`config.mk`:
```
export PLATFORM = sky130hd
export DESIGN_NAME = onehot_scan_decoder
export DESIGN_NICKNAME = d
export VERILOG_FILES = /design/src/rtl/onehot_scan_decoder.sv
export SDC_FILE = /design/constraint.sdc
export NUM_CORES = 1
export LEC_CHECK = 0
export BUFFER_PORTS_ARGS = -buffer_cell sky130_fd_sc_hd__buf_2
export CELL_PAD_IN_SITES_DETAIL_PLACEMENT = 2
export CELL_PAD_IN_SITES_GLOBAL_PLACEMENT = 2
export CORE_UTILIZATION = 32
export DETAILED_ROUTE_END_ITERATION = 6
export PLACE_DENSITY_LB_ADDON = 0.08
export RECOVER_POWER = 50
export SLEW_MARGIN = 0
export SYNTH_ARGS = -nofsm -noshare
export SYNTH_HDL_FRONTEND = slang
export SYNTH_SLANG_ARGS = --single-unit
```
`constraint.sdc`:
```
create_clock -name clk -period 2 [get_ports clk]
set_clock_uncertainty 0.1 [all_clocks]
set_input_delay 0.2 -clock clk [delete_from_list [all_inputs] [get_ports clk]]
set_output_delay 0.2 -clock clk [all_outputs]
set_load 0.005 [all_outputs]
```
`src/rtl/onehot_scan_decoder.sv`:
```
// onehot_scan_decoder: registered binary-to-one-hot decoder with a
// prescaled up/down scan sequencer and wrap detection.
//
// Ports:
//   clk, rst        clock, async active-high reset
//   clear           sync return to IDLE (highest priority)
//   load, sel_in    capture sel_in as the current index
//   scan_en, dir    auto-step enable, direction (1 = up)
//   en              output enable (gates out only)
//   out             registered one-hot of idx, or zero
//   idx             current index
//   active          state is HOLD or SCAN
//   wrap            one-cycle pulse on wrap / turnaround
//
// Build option: define ONEHOT_SCAN_BOUNCE_EN to make the scan reverse at
// the end indices instead of wrapping; dir is then sampled only on load
// and on HOLD->SCAN entry.

module onehot_scan_decoder #(
    parameter int SEL_W    = 3,
    parameter int STEP_DIV = 4
) (
    input  logic                    clk,
    input  logic                    rst,
    input  logic                    clear,
    input  logic                    load,
    input  logic [SEL_W-1:0]        sel_in,
    input  logic                    scan_en,
    input  logic                    dir,
    input  logic                    en,
    output logic [(1<<SEL_W)-1:0]   out,
    output logic [SEL_W-1:0]        idx,
    output logic                    active,
    output logic                    wrap
);

    localparam int OUT_W = 1 << SEL_W;
    localparam logic [SEL_W-1:0] IDX_MAX = SEL_W'(OUT_W - 1);
    localparam logic [SEL_W-1:0] IDX_MIN = '0;
    localparam logic [15:0] PRE_TC = 16'(STEP_DIV - 1);

    typedef enum logic [1:0] {
        IDLE = 2'd0,
        HOLD = 2'd1,
        SCAN = 2'd2
    } state_t;

    state_t             state_q, state_d;
    logic [SEL_W-1:0]   idx_q, idx_d;
    logic [15:0]        pre_q, pre_d;
    logic [OUT_W-1:0]   out_q, out_d;
    logic               active_q, active_d;
    logic               wrap_q, wrap_d;
    logic               step;
    logic               up;

`ifdef ONEHOT_SCAN_BOUNCE_EN
    // Latched direction; flips internally at each turnaround.
    logic               dir_q, dir_d;
`endif

    // State and output registers.
    always_ff @(posedge clk or posedge rst) begin
        if (rst) begin
            state_q  <= IDLE;
            idx_q    <= '0;
            pre_q    <= '0;
            out_q    <= '0;
            active_q <= 1'b0;
            wrap_q   <= 1'b0;
`ifdef ONEHOT_SCAN_BOUNCE_EN
            dir_q    <= 1'b1;
`endif
        end else begin
            state_q  <= state_d;
            idx_q    <= idx_d;
            pre_q    <= pre_d;
            out_q    <= out_d;
            active_q <= active_d;
            wrap_q   <= wrap_d;
`ifdef ONEHOT_SCAN_BOUNCE_EN
            dir_q    <= dir_d;
`endif
        end
    end

    // Next-state logic: clear > load > scan step.
    always_comb begin
        state_d = state_q;
        idx_d   = idx_q;
        pre_d   = pre_q;
        wrap_d  = 1'b0;
        step    = 1'b0;
`ifdef ONEHOT_SCAN_BOUNCE_EN
        dir_d   = dir_q;
        up      = dir_q;
`else
        up      = dir;
`endif

        if (clear) begin
            state_d = IDLE;
            idx_d   = '0;
            pre_d   = '0;
        end else if (load) begin
            idx_d   = sel_in;
            pre_d   = '0;
            state_d = scan_en ? SCAN : HOLD;
`ifdef ONEHOT_SCAN_BOUNCE_EN
            dir_d   = dir;
`endif
        end else begin
            case (state_q)
                HOLD: begin
                    if (scan_en) begin
                        state_d = SCAN;
                        pre_d   = '0;
`ifdef ONEHOT_SCAN_BOUNCE_EN
                        dir_d   = dir;
`endif
                    end
                end
                SCAN: begin
                    if (!scan_en) begin
                        state_d = HOLD;
                        pre_d   = '0;
                    end else if (pre_q == PRE_TC) begin
                        pre_d = '0;
                        step  = 1'b1;
                    end else begin
                        pre_d = pre_q + 16'd1;
                    end
                end
                default: begin
                    state_d = IDLE;
                end
            endcase
        end

        if (step) begin
`ifdef ONEHOT_SCAN_BOUNCE_EN
            // Reverse at the end index instead of wrapping.
            if (up) begin
                if (idx_q == IDX_MAX) begin
                    idx_d  = idx_q - 1'b1;
                    dir_d  = 1'b0;
                    wrap_d = 1'b1;
                end else begin
                    idx_d  = idx_q + 1'b1;
                end
            end else begin
                if (idx_q == IDX_MIN) begin
                    idx_d  = idx_q + 1'b1;
                    dir_d  = 1'b1;
                    wrap_d = 1'b1;
                end else begin
                    idx_d  = idx_q - 1'b1;
                end
            end
`else
            // SEL_W-bit arithmetic gives the modulo wrap for free.
            if (up) begin
                idx_d  = idx_q + 1'b1;
                wrap_d = (idx_q == IDX_MAX);
            end else begin
                idx_d  = idx_q - 1'b1;
                wrap_d = (idx_q == IDX_MIN);
            end
`endif
        end
    end

    // Output logic, computed from next state so outputs are plain flops.
    always_comb begin
        active_d = (state_d != IDLE);
        out_d    = '0;
        if (active_d && en) begin
            out_d = OUT_W'(1) << idx_d;
        end
    end

    assign out    = out_q;
    assign idx    = idx_q;
    assign active = active_q;
    assign wrap   = wrap_q;

endmodule

```
==> After elaboration in Yosys (flattened, before gate mapping) <==
Cells that the tools add are included.
{ "word_totals": {"regBits": 31, "latch_bits": 0, "mem_bits_rw": 0, "romBits": 0, "inputBits": 10, "output_inout_bits": 13, "wordCells": 44, "mem_count": 0} }
{ "op_classes": {"addsub": 3, "mul": 0, "div_mod_pow": 0, "order_cmp": 0, "eq_ne": 5, "n_shift": 1, "muxes": 24, "n_bitwise": 0, "n_reduce_logical": 5} }
{ "ops": {"columns": ["op", "n"], "rows": [
  ["2-to-1 mux 16 bit", 5],
  ["one-hot mux 16 bit (2 select lines)", 1],
  ["adder 16 x 1 -> 16 bit (second input constant)", 1],
  ["== test 16 x 2 -> 1 bit (second input constant)", 1],
  ["2-to-1 mux 3 bit", 4],
  ["2-to-1 mux 2 bit", 5],
  ["2-to-1 mux 8 bit", 1],
  ["<< shifter 1 x 3 -> 8 bit (first input constant)", 1],
  ["2-to-1 mux 1 bit", 7],
  ["!= test 4 bit (second input constant)", 1],
  ["one-hot mux 2 bit (2 select lines)", 1],
  ["nonzero test 4 bit", 1],
  ["adder 3 x 1 -> 3 bit (second input constant)", 1],
  ["== test 3 bit (second input constant)", 1],
  ["zero test 3 bit", 1],
  ["subtractor 3 x 1 -> 3 bit (second input constant)", 1],
  ["== test 2 x 1 -> 1 bit (second input constant)", 1],
  ["== test 2 bit (second input constant)", 1],
  ["AND reduction 2 bit", 1],
  ["nonzero test 2 bit", 1],
  ["logical AND 1 bit", 1]
]} }

==> Longest topological paths before layout <==
{ "logic_depth": {"ltp_word": 9, "depth_mapped": 8, "mapped_depth_nobuf": 8} }

==> Least setup slack after synthesis <==
Ideal clock, no wire load.
{ "synth_path": {"kind": "reg-to-reg", "startpoint": "register state_q[0]", "endpoint": "register pre_q[13]", "setup_ps": 76, "t_arrival_ps": 1814, "required_time_ps": 1824, "path_slack_ps": 10, "path_stages_with_launch": 8, "path_buffers": 0, "period_less_slack_ps": 1990, "path_cell_list": "dfrtp_1 > inv_1 > ha_1 > nand4bb_4 > or3_1 > nand2b_1 > or3_1 > o21ai_1"} }
{ "synth_via": {"elab_chain_cells": 4, "elab_cells_between_ends": 8, "classes_between": "eq/ne: 3; mux: 3; reduce/logical: 2"} }
{ "synth_lines": {"columns": ["element", "line", "text"], "rows": [
  ["start: declaration", "48", "state_t state_q, state_d;"],
  ["start signal: assignment", "75", "state_q <= state_d;"],
  ["== test 2 bit or == test 2 x 1 -> 1 bit (tied branches)", "113", "case (state_q)"],
  ["one-hot mux 16 bit (2 select lines)", "113", null],
  ["2-to-1 mux 16 bit", "105", "end else if (load) begin"],
  ["2-to-1 mux 16 bit", "101", "if (clear) begin"],
  ["end signal: assignment", "77", "pre_q <= pre_d;"],
  ["end: declaration", "50", "logic [15:0] pre_q, pre_d;"]
]} }
Parallel ways exist; a longest one is shown, timed or not.
A chain may end at the register's enable or synchronous reset.

==> Worst setup path after layout <==
{ "layout_path": {"startpoint": "register state_q[1]", "endpoint": "register out_q[3] (netlist: out[3])"} }
{ "layout_via": {"elab_chain_cells": 7, "elab_cells_between_ends": 15, "classes_between": "eq/ne: 2; shift: 1; mux: 10; reduce/logical: 2"} }
{ "layout_lines": {"columns": ["element", "line", "text"], "rows": [
  ["== test 2 bit (tied with other cells)", "113", null],
  ["one-hot mux 2 bit (2 select lines) or 2-to-1 mux 1 bit (tied branches)", "113", null],
  ["2-to-1 mux 2 bit or 2-to-1 mux 1 bit (tied branches)", "105", null],
  ["2-to-1 mux 2 bit or 2-to-1 mux 1 bit (tied branches)", "101", null],
  ["nonzero test 2 bit or 2-to-1 mux 3 bit (tied branches)", "175, 140", null],
  ["logical AND 1 bit or << shifter 1 x 3 -> 8 bit (tied branches)", "177, 178", null],
  ["2-to-1 mux 8 bit *", "177", "if (active_d && en) begin"],
  ["net out_d[3]", "51", "logic [OUT_W-1:0] out_q, out_d;"],
  ["end signal: assignment", "78", "out_q <= out_d;"],
  ["end: declaration", "51", null]
]} }
Mark *: on every way through the listed nets, which the timed path passes. The rest lies on a longest branch.

==> impl_metrics.tcl <==
set metrics [dict create \
    status "complete, but fails checks" \
    violations "setup timing" \
    critPathRequiredTime_ps 2100 \
    peakVddDrop_mv 0.301 \
    fin_setup_tns_ps -3360 \
    grt_pass1_vias 1932 \
    cts.clk_slew.worst_paths_ps 80 \
    cp.arrival_ps 2390 \
    grt_max_degree 32 \
    tightest_slew_ps 879 \
    fmax_mhz 438 \
    dpl.hpwl_mm 4.35 \
    n_antenna_cell 0 \
    synth_area_leaders "dfrtp_1, xnor2_1, o21ai_0" \
    clock_sink_count 31 \
    via_count 1735 \
    r2r-start "state_q[1]$_DFF_PP0_" \
    grt.total_usage_pct 24.6 \
    gp_congestion 0.857 \
    wl_per_cell_um 22.2 \
    placement.io_buffers 22 \
    yosysTopAreaCellShare_pct 45.5 \
    coreArea_um2 5110 \
    synth-edff-count 0 \
    slew_violations 0 \
    die_x_um 75.0 \
    htree_num_levels 2 \
    min_period_ps 2280 \
    drt_first_pass_iters 4 \
    row_count 26 \
    power_density_nw_per_um2 489 \
    io_pins 23 \
    layout_setup_ws_ps -284 \
    cts-buffers-inserted 5 \
    p_leak_nw 1.22 \
    postRouteAntennaNets 0 \
    nets 275 \
    syn_to_final_growth_pct 61.2 \
    wl_mm 7.38 \
    fp.dieArea_um2 5620 \
    yosys.area.top_type "dfrtp_1" \
    worstReg2RegEnd "out[3]$_DFF_PP0_" \
    critPathLaunchType "flip-flop" \
    cp-end-kind "flip-flop" \
    cp_max_fo 6 \
    initial_core_util_pct 33.4 \
    ys_seq_area_share_pct 45.5 \
    ys.flop_type "dfrtp_1" \
    ys_seq_elements 31 \
    grt_pass1_wl_mm 9.87 \
    hold_path_class "primary input to flip-flop" \
    preCtsSetupSlack_ps -355 \
    ys_async_sr_fraction_pct 100 \
    place_area_um2 2240 \
    fillers 536 \
    root_buffer "clkbuf_8" \
    final-setup-viol-count 25 \
    reg2reg_setup_slack_ps -280 \
    max-cap-violations 0 \
    multi_input_area_um2 1170 \
    slew_headroom_pct 41.4 \
    drive_gt1_share_pct 53.4 \
    antenna_found_initial 0 \
    netlist_area_um2 1700 \
    postSynthCellCount 177 \
    clk_latency_ps 300 \
    remaining_drc_errors 0 \
    crit_start "state_q[1]$_DFF_PP0_" \
    hold_viol_final 0 \
    endpoint "out[3]$_DFF_PP0_" \
    first_iter_violations 51 \
    grt-ovfl-total 0 \
    reg2regPathDepth 8 \
    avgViaCountPerCell 5.23 \
    ys_types 47 \
    rsz0062_at_grt "yes" \
    fin_area_um2 2750 \
    clock_path_buffers 2 \
    syn_area_per_cell_um2 9.63 \
    final-seq-area_um2 777 \
    synth-warning-count 0 \
    critPathKind "flip-flop to flip-flop" \
    syn_nets 191 \
    die_h_um 75.0 \
    cts_tree "yes" \
    finalCritPeriodShare_pct 114 \
]
-- cells in the mapped netlist (2+ instances only) --
library cell / number
or3_1: 4
xnor2_1: 8
dfrtp_1: 31
a21oi_1: 4
and4_1: 2
nand4_1: 3
inv_1: 9
nor2_1: 15
nand2_1: 14
o31ai_1: 2
nor2b_1: 2
nor3b_1: 2
nor3_1: 11
and2_1: 2
nand2b_1: 4
o21ai_1: 2
a211oi_1: 3
and3_1: 2
buf_2: 2
mux2i_1: 3
ha_1: 3
clkbuf_1: 2
nor4_1: 6
o21a_1: 2
o21ai_0: 12
nand3_1: 6
-- kinds of logic after synthesis --
| group | Yosys count | synth area share, % |
|---|---|---|
| multiplexers | 3 | 1.76 |
| XOR/XNOR | 8 | 4.11 |
| AND/OR/NAND/NOR | 80 | 27.6 |
| adder cells (fa/ha/maj) | 4 | 3.38 |
| AO/OA/AOI/OAI | 36 | 14.0 |
| flip-flops | 31 | 45.5 |
| buffers and inverters | 15 | 3.67 |
-- critical path, stage by stage (launching register included) --
cell,delay [ps]
dfrtp_1,420
buf_6,130
ha_4,230
nand4bb_1,200
o311a_1,190
a311oi_2,330
buf_4,200
nand3_2,130
nor3b_2,250
-- layout make-up --
cell class                 instances  share of cell area (%)
sequential                        31                    28.3
timing repair buffer              81                    21.4
clock buffer                       5                    2.50
clock inverter                     3                   0.546
multi-input combinational        132                    42.7
inverter                          10                    1.46
tap                               70                    3.19
-- stage by stage --
stage / hold slack [ps] / util (%) / power (mW) / instances
3_3_place_gp: 204 / 43.9 / 0.783 / 313
2_1_floorplan: 204 / - / 0.727 / 177
3_5_place_dp: 220 / 43.9 / 0.792 / 313
5_1_grt: 110 / 53.8 / 1.40 / 332
4_1_cts: 101 / 48.2 / 1.30 / 326
6_report: 94.3 / 53.8 / 1.34 / 332
-- repair_timing --
item | in CTS | in global routing
endpoints found under the hold margin | 31 | 0
pin swaps | 8 | 12
gates cloned | 0 | 1
gates resized for setup | 22 | 55
endpoints found under the setup margin | 21 | 22
buffers inserted | 4 | 6
hold buffers | 1 | 0
-- placed cells by master, fill, tap and decap left out, types with 3 or more instances in the layout --
cell	Yosys	layout
buf_2	2	22
nor2_1	15	13
nor3_1	11	6
nand2b_1	4	3
buf_4	1	48
clkbuf_8	0	5
clkinv_2	0	3
or3_4	1	4
nand2_1	14	12
inv_1	9	8
o21ai_4	0	4
dfrtp_1	31	30
o21ai_1	2	4
nand4_1	3	3
xnor2_1	8	8
buf_6	0	9
nand3_1	6	5
nor3_2	0	4
mux2i_1	3	3
o21ai_0	12	5
o21ai_2	1	3
nor4_4	0	3
-- registers in the layout, indices dropped and copies added, names as in the netlist --
register  cells
pre_q        16
out           8
wrap          1
idx           3
active        1
state_q       2
-- power breakdown --
part	total [mW]	switching [mW]	internal, mW
registers	0.643	0.00782	0.635
logic	0.188	0.108	0.0804
clock network	0.512	0.274	0.238
total	1.34	0.389	0.954
-- routing by layer --
layer  share of wire (%)  vias up  global-route usage [%]
li1                    -      806                       -
met1                  41      875                    28.0
met2                  54       37                    45.2
met3                 2.6       17                    6.02
met4                 2.5        0                    7.55
met5                   0        -                       0
-- worst min-delay path by stage --
stage          startpoint                     to  slack [ps]  cells past startpoint
2_1_floorplan         rst       active$_DFF_PP0_         200                      1
3_3_place_gp          rst   pre_q[1]$_DFFE_PP0P_         200                      3
3_5_place_dp          rst  pre_q[15]$_DFFE_PP0P_         220                      3
4_1_cts             clear       active$_DFF_PP0_         100                      2
5_1_grt             clear   state_q[0]$_DFF_PP0_         110                      2
6_report            clear   state_q[0]$_DFF_PP0_          90                      2
Power figures use the tool's default switching activity.
